### src/rtl/rotr_seq_unit_pkg.sv
// Shared rotate-unit definitions: state encoding, data width and stage count.
// Usable by both the rotate-right (this unit) and circular-shift-left side.
package rotr_seq_unit_pkg;

  localparam int ROT_WIDTH  = 16;
  localparam int ROT_STAGES = $clog2(ROT_WIDTH);

  typedef enum logic [1:0] {
    ST_IDLE  = 2'd0,
    ST_SHIFT = 2'd1,
    ST_DONE  = 2'd2
  } rot_state_e;

  // Width of a stage index; a single-stage unit still needs one bit.
  function automatic int stage_idx_width(input int stages);
    return (stages > 1) ? $clog2(stages) : 1;
  endfunction

endpackage

### src/rtl/rotr_seq_unit_if.sv
// Request/result handshake bundle between the execute-stage controller
// (master) and the rotate-right unit (slave).
interface rotr_seq_unit_if #(parameter int WIDTH = 16);

  logic             in_valid;
  logic             in_ready;
  logic [WIDTH-1:0] din;
  logic [WIDTH-1:0] amount;
  logic             abort;
  logic             out_valid;
  logic             out_ready;
  logic [WIDTH-1:0] dout;
  logic             busy;

  modport master (
    output in_valid, din, amount, abort, out_ready,
    input  in_ready, out_valid, dout, busy
  );

  modport slave (
    input  in_valid, din, amount, abort, out_ready,
    output in_ready, out_valid, dout, busy
  );

endinterface

### src/rtl/rotr_seq_unit_stage.sv
// One barrel stage: rotate right by 2**k when enabled, else pass through.
// k is a run-time select so one instance serves every stage in turn.
module rotr_stage #(
  parameter int WIDTH = 16,
  parameter int SW    = 2
) (
  input  logic [WIDTH-1:0] din,
  input  logic             en,
  input  logic [SW-1:0]    k,
  output logic [WIDTH-1:0] dout
);

  logic [2*WIDTH-1:0] dbl;

  // Rotate via a doubled word shifted right; the low half is the result.
  always_comb begin
    dbl  = {din, din} >> (32'd1 << k);
    dout = en ? dbl[WIDTH-1:0] : din;
  end

endmodule

### src/rtl/rotr_seq_unit.sv
// Sequential rotate-right unit: one barrel stage resolved per clock.
// Optional macro ROTR_ZERO_SKIP_EN: only act on set amount bits (lowest first),
// giving latency max(1, popcount(amount)) instead of a fixed stage count.
module rotr_seq_unit
  import rotr_seq_unit_pkg::*;
#(
  parameter int WIDTH = ROT_WIDTH
) (
  input  logic             clk,
  input  logic             rst_n,
  rotr_seq_unit_if.slave   bus
);

  localparam int STAGES = $clog2(WIDTH);
  localparam int SW     = stage_idx_width(STAGES);

  rot_state_e        state;
  logic [WIDTH-1:0]  data_r;
  logic [STAGES-1:0] amt_r;
  logic [SW-1:0]     sel;
  logic              en;
  logic [WIDTH-1:0]  stage_out;

  // Only the low amount bits matter; rotation is modulo WIDTH.
  logic unused_amt_hi;
  assign unused_amt_hi = ^bus.amount[WIDTH-1:STAGES];

`ifdef ROTR_ZERO_SKIP_EN
  logic [STAGES-1:0] amt_next;

  // Lowest set bit of the remaining amount picks the stage to apply.
  always_comb begin
    sel = '0;
    for (int unsigned i = STAGES; i > 0; i--) begin
      if (amt_r[i-1]) sel = SW'(i-1);
    end
    en       = 1'b1;
    amt_next = amt_r & (amt_r - STAGES'(1));
  end
`else
  logic [SW-1:0] stage;

  // Fixed walk through the stages; each applies only if its amount bit is set.
  always_comb begin
    sel = stage;
    en  = amt_r[stage];
  end
`endif

  rotr_stage #(.WIDTH(WIDTH), .SW(SW)) u_stage (
    .din  (data_r),
    .en   (en),
    .k    (sel),
    .dout (stage_out)
  );

  // Control FSM and datapath registers; abort overrides every handshake.
  always_ff @(posedge clk or negedge rst_n) begin
    if (!rst_n) begin
      state  <= ST_IDLE;
      data_r <= '0;
      amt_r  <= '0;
`ifndef ROTR_ZERO_SKIP_EN
      stage  <= '0;
`endif
    end else if (bus.abort) begin
      state <= ST_IDLE;
    end else begin
      case (state)
        ST_IDLE: begin
          if (bus.in_valid) begin
            data_r <= bus.din;
            amt_r  <= bus.amount[STAGES-1:0];
`ifdef ROTR_ZERO_SKIP_EN
            state  <= (bus.amount[STAGES-1:0] == '0) ? ST_DONE : ST_SHIFT;
`else
            stage  <= '0;
            state  <= ST_SHIFT;
`endif
          end
        end
        ST_SHIFT: begin
          data_r <= stage_out;
`ifdef ROTR_ZERO_SKIP_EN
          amt_r  <= amt_next;
          if (amt_next == '0) state <= ST_DONE;
`else
          stage  <= stage + SW'(1);
          if (stage == SW'(STAGES-1)) state <= ST_DONE;
`endif
        end
        ST_DONE: begin
          if (bus.out_ready) state <= ST_IDLE;
        end
        default: state <= ST_IDLE;
      endcase
    end
  end

  // Handshake outputs decode registered state only.
  always_comb begin
    bus.in_ready  = (state == ST_IDLE);
    bus.out_valid = (state == ST_DONE);
    bus.busy      = (state != ST_IDLE);
    bus.dout      = data_r;
  end

endmodule

### src/flat_wrapper.sv
// flat-port wrapper written by rule: the top's interface ports become plain ports
module rotr_seq_unit_flat import rotr_seq_unit_pkg::*;
#(
  parameter int WIDTH = ROT_WIDTH
)
  (clk, rst_n, bus_in_valid, bus_din, bus_amount, bus_abort, bus_out_ready, bus_in_ready, bus_out_valid, bus_dout, bus_busy);
  rotr_seq_unit_if #(.WIDTH(WIDTH)) bus_i ();
  input  logic clk;
  input  logic rst_n;
  input wire logic [$bits(bus_i.in_valid)-1:0] bus_in_valid;
  input wire logic [$bits(bus_i.din)-1:0] bus_din;
  input wire logic [$bits(bus_i.amount)-1:0] bus_amount;
  input wire logic [$bits(bus_i.abort)-1:0] bus_abort;
  input wire logic [$bits(bus_i.out_ready)-1:0] bus_out_ready;
  output wire logic [$bits(bus_i.in_ready)-1:0] bus_in_ready;
  output wire logic [$bits(bus_i.out_valid)-1:0] bus_out_valid;
  output wire logic [$bits(bus_i.dout)-1:0] bus_dout;
  output wire logic [$bits(bus_i.busy)-1:0] bus_busy;
  assign bus_i.in_valid = bus_in_valid;
  assign bus_i.din = bus_din;
  assign bus_i.amount = bus_amount;
  assign bus_i.abort = bus_abort;
  assign bus_i.out_ready = bus_out_ready;
  assign bus_in_ready = bus_i.in_ready;
  assign bus_out_valid = bus_i.out_valid;
  assign bus_dout = bus_i.dout;
  assign bus_busy = bus_i.busy;
  rotr_seq_unit #(.WIDTH(WIDTH)) u_core (.clk(clk), .rst_n(rst_n), .bus(bus_i));
endmodule
### config.mk
export PLATFORM = sky130hd
export DESIGN_NAME = rotr_seq_unit_flat
export DESIGN_NICKNAME = d
export VERILOG_FILES = /design/src/rtl/rotr_seq_unit_pkg.sv /design/src/rtl/rotr_seq_unit_if.sv /design/src/rtl/rotr_seq_unit_stage.sv /design/src/rtl/rotr_seq_unit.sv /design/src/flat_wrapper.sv
export SDC_FILE = /design/constraint.sdc
export NUM_CORES = 1
export LEC_CHECK = 0
export BUFFER_PORTS_ARGS = -buffer_cell sky130_fd_sc_hd__buf_2
export CAP_MARGIN = 20
export CORE_MARGIN = 3
export CORE_UTILIZATION = 50
export CTS_CLUSTER_DIAMETER = 120
export DETAILED_ROUTE_END_ITERATION = 10
export PLACE_DENSITY_LB_ADDON = 0.12
export SYNTH_ARGS = -nofsm -noshare
export SYNTH_HDL_FRONTEND = slang
export SYNTH_SLANG_ARGS = --single-unit
### constraint.sdc
create_clock -name clk -period 6.8 [get_ports clk]
set_clock_uncertainty 0.1 [all_clocks]
set_input_delay 0.68 -clock clk [delete_from_list [all_inputs] [get_ports clk]]
set_output_delay 0.68 -clock clk [all_outputs]
set_load 0.01 [all_outputs]
==> results of run 1 <==
sequential cells by signal, indices dropped and copies added, names as in the netlist:
| register | count |
|---|---|
| u_core.sel | 2 |
| u_core.state | 2 |
| u_core.bus.dout | 16 |
| u_core.amt_r | 4 |
routing by layer:
metal	wire, um	vias up	global-route usage [%]	share of wire [%]
met3	376	8	2.73	6.8
met2	2560	91	34.1	46
li1	-	898	-	-
met1	2510	918	32.9	45
met4	95	0	6.17	1.7
met5	0	-	0	0
cells by family (layout without fill, tap and decap cells):
| family | after synthesis | count (layout) | synth area share [%] |
|---|---|---|---|
| compound gates | 73 | 73 | 23.5 |
| simple gates | 53 | 53 | 12.0 |
| mux | 40 | 40 | 26.4 |
| flops | 24 | 24 | 29.4 |
| buf+inv | 21 | 53 | 5.08 |
| fa+ha+maj | 6 | 6 | 3.67 |
worst max path at each step:
stage,endpoint,from
2_1_floorplan,u_core.bus.dout[9]$_DFFE_PN0P_,u_core.sel[0]$_DFFE_PN0P_
3_3_place_gp,u_core.bus.dout[1]$_DFFE_PN0P_,u_core.sel[0]$_DFFE_PN0P_
3_5_place_dp,u_core.bus.dout[1]$_DFFE_PN0P_,u_core.sel[0]$_DFFE_PN0P_
4_1_cts,u_core.bus.dout[1]$_DFFE_PN0P_,u_core.sel[0]$_DFFE_PN0P_
5_1_grt,u_core.bus.dout[1]$_DFFE_PN0P_,u_core.sel[0]$_DFFE_PN0P_
6_report,u_core.bus.dout[1]$_DFFE_PN0P_,u_core.sel[0]$_DFFE_PN0P_
power groups by stage:
stage	Sequential, mW	Combinational (mW)	Clock (mW)
floorplan	0.298	0.631	0
global placement	0.310	0.791	0
detailed placement	0.314	0.793	0
CTS	0.309	0.801	0.130
global route	0.324	0.880	0.135
finish	0.311	0.811	0.127
cell type report:
cell class	count	area share, %
timing repair buffer	45	9.93
clock inverter	1	1.30
clock buffer	3	1.78
tap	48	2.59
multi-input combinational	172	57.9
sequential	24	25.9
inverter	4	0.648
metrics by stage:
step	worst slack [ns]	util (%)	instance area [um2]	hold slack, ns	total power [mW]
finish	3.94	61.0	2320	0.293	1.25
global route	3.73	61.0	2320	0.323	1.34
CTS	3.94	60.8	2310	0.307	1.24
detailed placement	3.97	59.0	2240	0.394	1.11
global placement	3.98	59.0	2240	0.386	1.10
floorplan	4.58	-	2050	0.284	0.929
layout by cell type (no fill, tap or decap), types with 4 or more instances in the layout:
cell and count:
nand2_1 19, nand2b_1 7, mux2i_1 16, nor2b_1 4, o22ai_1 14, dfrtp_1 24, mux2_2 13, ha_1 6
o21ai_0 23, mux4_2 7, a31oi_1 7, nor2_1 14, o211ai_1 4, a21oi_1 4, buf_2 43, o22a_1 8
==> summary.md, run 1 <==
| Metric | Value |
|---|---|
| Worst R2R End | `u_core.bus.dout[1]$_DFFE_PN0P_` |
| Core area | `around 3800 um2` |
| Int Power | `0.671 mW` |
| Power Density | `around 540 nW/um2` |
| Achievable frequency | `350 MHz` |
| Final Hold Fails | `0` |
| Total grt overflow | `0` |
| Slew of the pin with the lowest slew margin | `0.892 ns` |
| Share of post-route cells with drive strength above 1 | `approximately 29%` |
| Total wire length | `5540 um` |
| Fillers | `342` |
| CTS H-tree depth | `1` |
| Ys async rst share | `100%` |
| Antenna Violating Nets Remaining | `0` |
| Buffers and inverters on the worst path | `1` |
| Die width | `~70 um` |
| Yosys warning count | `0` |
| R2R depth | `6` |
| 1st-iter DRT viols | `~200` |
| Max-cap viol count | `0` |
| Critical R2R Launch | `u_core.sel[0]$_DFFE_PN0P_` |
| RePlAce Congestion | `approximately 0.93` |
| Area delta synth->final | `13.3%` |
| Die H | `~70 um` |
| Vias in the first global route | `around 1.8k` |
| Final setup vio count | `0` |
| Clock buffer depth | `2` |
| Top_reg_cell synth | `dfrtp_1` |
| Post-CTS setup buffers | `0` |
| Seq pwr share | `between 20 and 25%` |
| GRT Overall Usage | `between 20% and 30%` |
| Placed Instances | `slightly below 300` |
| Max Slew Vio Count | `0` |
| Crit Path Class | `flip-flop to flip-flop` |
| Flop-to-flop setup slack | `slightly below 4 ns` |
| Mapped Cells | `about 220` |
| Drt pass-1 iters | `4` |
| Highest cell delay on the worst timing path | `0.62 ns` |
| Multi-input logic area | `approximately 1300 um2` |
| Port bufs | `between 40 and 50` |
| Worst path cell trace | `inv_1 -> ha_1 -> mux4_2 -> a222oi_1 -> o22ai_1 -> o22a_1` |
| Switching share of power | `a little under half` |
| I/O pin cnt | `56` |
| DRC | `0` |
| Critical Path Stages | `6` |
| # hold bufs at CTS | `0` |
| Synth Area per Inst | `9.43 um2` |
| Yosys top cell area share | `29.4%` |
| Outcome | `complete, no violations` |
| TritonCTS clock tree | `built` |
| Starting density of the core | `between 50% and 60%` |
| Non-Filler Instances | `just under 300` |
| Max VDD drop | `about 0.26 mV` |
| Clock latency on the worst-skew pair | `roughly 0.27 ns` |
| Rel. slew slack | `40.5%` |
| Clock root buffer | `clkbuf_8` |
| Yosys cell types | `35` |
| Worst EP arrival | `roughly 2.9 ns` |
| Clk pwr share | `10.2%` |
| Post-synthesis cell type with the largest combined area | `dfrtp_1` |
| Syn nets | `260` |
| CP Capture Type | `flip-flop` |
| Fin nets | `around 290` |
| Data required, critical path | `approximately 6.9 ns` |
| Post-synth EDFFs | `0` |
| CP startpoint kind | `flip-flop` |
| Clk sinks | `24` |
| Most common cell in the netlist | `dfrtp_1` |
| Post_cts resized | `0` |
| Routed vias/inst | `approximately 6.4` |
| Initial antenna violation count | `0` |
| First-pass GRT wire length | `8960 um` |
| P_sw | `roughly 0.58 mW` |
| Cell Rows | `22` |
| Worst-path maximum fanout | `16` |
| CP delay by family, top | `compound AO/OA/AOI/OAI gates` |
| Final min period | `between 2 and 3 ns` |
| Top cells by count, synth | `dfrtp_1 (24), o21ai_0 (23), nand2_1 (19)` |
| CTS clk-pin slew, worst paths | `about 0.10 ns` |
| FF+latch area | `601 um2` |
| Hold Crit Class | `primary input to async pin` |
| Period Utilization, post-route | `42.1%` |
| Dpl hpwl | `4080 um` |
| Leak | `just under 1 nW` |
| Post-Synthesis Cell Area | `2050 um2` |
| RSZ-0062 raised after global routing | `false` |
| Die area | `approximately 4900 um2` |
| Comb pwr share | `64.9%` |
| Diodes inserted | `0` |
| Seq/Total Area, Yosys | `between 20% and 30%` |
| Critical path's slowest cell | `mux4_2` |
| TritonCTS Buffers | `3` |
| Largest net degree at the start of global routing | `25` |
| Vias | `approximately 1.9k` |
| Largest cells by area after synthesis | `dfrtp_1 (29%), mux2i_1 (7.8%), mux4_2 (7.7%), mux2_2 (7.2%), o21ai_0 (5.6%)` |
| Flops & latches, synth | `24` |
| Setup TNS | `0 ns` |
| Wire per inst | `between 15 and 20 um` |
Note: power is estimated with default switching activity, not from simulation.
==> run 2: changes to the inputs <==
==> constraint.sdc (replaced) <==
create_clock -name clk -period 2.75 [get_ports clk]
set_clock_uncertainty 0.1 [all_clocks]
set_input_delay 0.275 -clock clk [delete_from_list [all_inputs] [get_ports clk]]
set_output_delay 0.275 -clock clk [all_outputs]
set_load 0.01 [all_outputs]
==> summary.md, run 2 (synthesis gave the netlist of run 1 again) <==
| Metric | Value |
|---|---|
| Critical path's slowest cell | `dfrtp_1 (was mux4_2)` |
| Most frequent cells in the layout | `buf_2 (43), dfrtp_1 (24), o21ai_0 (23) (unchanged)` |
| Clk sinks | `24 (unchanged)` |
| CTS H-tree depth | `1 (unchanged)` |
| First-pass GRT wire length | `9150 um (was 8960 um)` |
| Routed vias/inst | `6.30 (was 6.45)` |
| Clock latency on the worst-skew pair | `0.28 ns (was 0.27 ns)` |
| Max Slew Vio Count | `0 (unchanged)` |
| Power Density | `1360 nW/um2 (was 539 nW/um2)` |
| Fillers | `353 (was 342)` |
| Max VDD drop | `0.711 mV (was 0.261 mV)` |
| Clock buffer depth | `2 (unchanged)` |
| Die H | `70.0 um (unchanged)` |
| Wire per inst | `18.9 um (was 18.6 um)` |
| CP Capture Type | `flip-flop (unchanged)` |
| Largest net degree at the start of global routing | `25 (unchanged)` |
| Die width | `70.0 um (unchanged)` |
| Vias | `1,903 (was 1,915)` |
| Worst path cell trace | `inv_1 -> ha_1 -> buf_4 -> mux2_2 -> a222oi_1 -> nor2_1 -> a21oi_1 -> a31oi_1 (was inv_1 -> ha_1 -> mux4_2 -> a222oi_1 -> o22ai_1 -> o22a_1)` |
| Area delta synth->final | `15.3% (was 13.3%)` |
| Diodes inserted | `0 (unchanged)` |
| Placed cell area | `2270 um2 (was 2240 um2)` |
| GRT Overall Usage | `23.0% (was 22.2%)` |
| Max reg flops | `16 (unchanged)` |
| Slew of the pin with the lowest slew margin | `0.701 ns (was 0.892 ns)` |
| Highest cell delay on the worst timing path | `0.48 ns (was 0.62 ns)` |
| Achievable frequency | `400 MHz (was 350 MHz)` |
| Fin nets | `298 (was 293)` |
| Antenna Violating Nets Remaining | `0 (unchanged)` |
| Non-Filler Instances | `302 (was 297)` |
| Leak | `0.992 nW (was 0.968 nW)` |
| Setup TNS | `0 ns (unchanged)` |
| Clock root buffer | `clkbuf_8 (unchanged)` |
| Total wire length | `5690 um (was 5540 um)` |
| TritonCTS Buffers | `3 (unchanged)` |
| Rel. slew slack | `53.1% (was 40.5%)` |
| Max-cap viol count | `0 (unchanged)` |
| Data required, critical path | `2.81 ns (was 6.86 ns)` |
| Cell Rows | `22 (unchanged)` |
| Buffers and inverters on the worst path | `2 (was 1)` |
| Flop-to-flop setup slack | `0.25 ns (was 3.94 ns)` |
| Port bufs | `43 (unchanged)` |
| Worst EP arrival | `2.56 ns (was 2.92 ns)` |
| Dpl hpwl | `4170 um (was 4080 um)` |
| Share of post-route cells with drive strength above 1 | `30.3% (was 29.3%)` |
| CP startpoint kind | `flip-flop (unchanged)` |
| Vias in the first global route | `1,788 (was 1,781)` |
| Pre-CTS setup slack | `0.277 ns (was 3.97 ns)` |
| Final instance area | `2360 um2 (was 2320 um2)` |
| Total grt overflow | `0 (unchanged)` |
| Hold Crit Class | `primary input to flip-flop (was primary input to async pin)` |
| CP delay by family, top | `compound AO/OA/AOI/OAI gates (unchanged)` |
| Worst-path maximum fanout | `12 (was 16)` |
| Die area | `4900 um2 (unchanged)` |
| Final Hold Fails | `0 (unchanged)` |
| Post-CTS setup buffers | `0 (unchanged)` |
| Outcome | `complete, no violations (unchanged)` |
| I/O pin cnt | `56 (unchanged)` |
| Drt pass-1 iters | `4 (unchanged)` |
| Final setup vio count | `0 (unchanged)` |
| Final worst slack | `0.249 ns (was 3.94 ns)` |
| Initial antenna violation count | `0 (unchanged)` |
| Starting density of the core | `53.9% (unchanged)` |
| Period Utilization, post-route | `90.9% (was 42.1%)` |
| CTS clk-pin slew, worst paths | `0.09 ns (was 0.10 ns)` |
| Crit Path Class | `flip-flop to flip-flop (unchanged)` |
| RSZ-0062 raised after global routing | `false (unchanged)` |
| Placed Instances | `296 (was 292)` |
| Commonest non-fill, non-tap cell in the layout | `buf_2 (unchanged)` |
| Core area | `3800 um2 (unchanged)` |
| TritonCTS clock tree | `built (unchanged)` |
| 1st-iter DRT viols | `148 (was 206)` |
| DRC | `0 (unchanged)` |
| RePlAce Congestion | `0.886 (was 0.930)` |
| Final min period | `2.50 ns (was 2.86 ns)` |
==> run 2: cell count changes in the layout (fill, tap and decap cells not counted) <==
cell           change
buf_4              +4
dlygate4sd3_1      +1
==> run 2: metal layers <==
layer	share of wire, %	routed length [um]	vias to the layer above	GRT usage (%)
li1	-	-	902	-
met1	45	2560	926	33.5
met2	47	2700	69	36.5
met3	6.9	393	6	4.17
met4	0.67	38	0	3.19
met5	0	0	-	0
==> run 2: final timing paths <==
path / start / end / depth (start not counted)
max in group asynchronous: rst_n / u_core.bus.dout[3]$_DFFE_PN0P_ / 2
setup reg to reg: u_core.sel[0]$_DFFE_PN0P_ / u_core.bus.dout[0]$_DFFE_PN0P_ / 8
hold / removal: bus_abort / u_core.state[1]$_DFFE_PN0P_ / 2
min in group asynchronous: rst_n / u_core.bus.dout[15]$_DFFE_PN0P_ / 2
hold reg to reg: u_core.amt_r[3]$_DFFE_PN0P_ / u_core.amt_r[3]$_DFFE_PN0P_ / 1
setup / recovery: u_core.sel[0]$_DFFE_PN0P_ / u_core.bus.dout[0]$_DFFE_PN0P_ / 8
==> run 2: area by class of cell <==
class / count / area, um2 / area share, %
inverters: 4 / 15.0 / 0.637
flip-flops and latches: 24 / 601 / 25.5
multi-input cells: 172 / 1340 / 56.9
clock buffers: 3 / 41.3 / 1.75
clock inverters: 1 / 30.0 / 1.27
well taps: 48 / 60.1 / 2.55
repair buffers: 50 / 270 / 11.5
==> run 2: through the flow <==
| step | utilization (%) | hold WS [ns] | power (mW) |
|---|---|---|---|
| final | 62.1 | 0.0576 | 3.21 |
| after global routing | 62.1 | 0.0699 | 3.45 |
| after CTS | 61.9 | 0.0548 | 3.19 |
| after detailed placement | 59.7 | 0.200 | 2.86 |
| after global placement | 59.7 | 0.205 | 2.85 |
| after floorplan | - | -0.121 | 2.30 |
==> run 2: report_power, final <==
| group | internal, mW | leakage (nW) | switching, mW |
|---|---|---|---|
| registers | 0.515 | 0.274 | 0.267 |
| clock network | 0.195 | 0.0357 | 0.129 |
| logic | 1.01 | 0.682 | 1.10 |
| total | 1.72 | 0.992 | 1.50 |
==> run 2: timing repair <==
action | 4_1_cts | 5_1_grt
endpoints found under the hold margin | 24 | 0
hold buffers | 1 | 0
resized for setup | 0 | 0
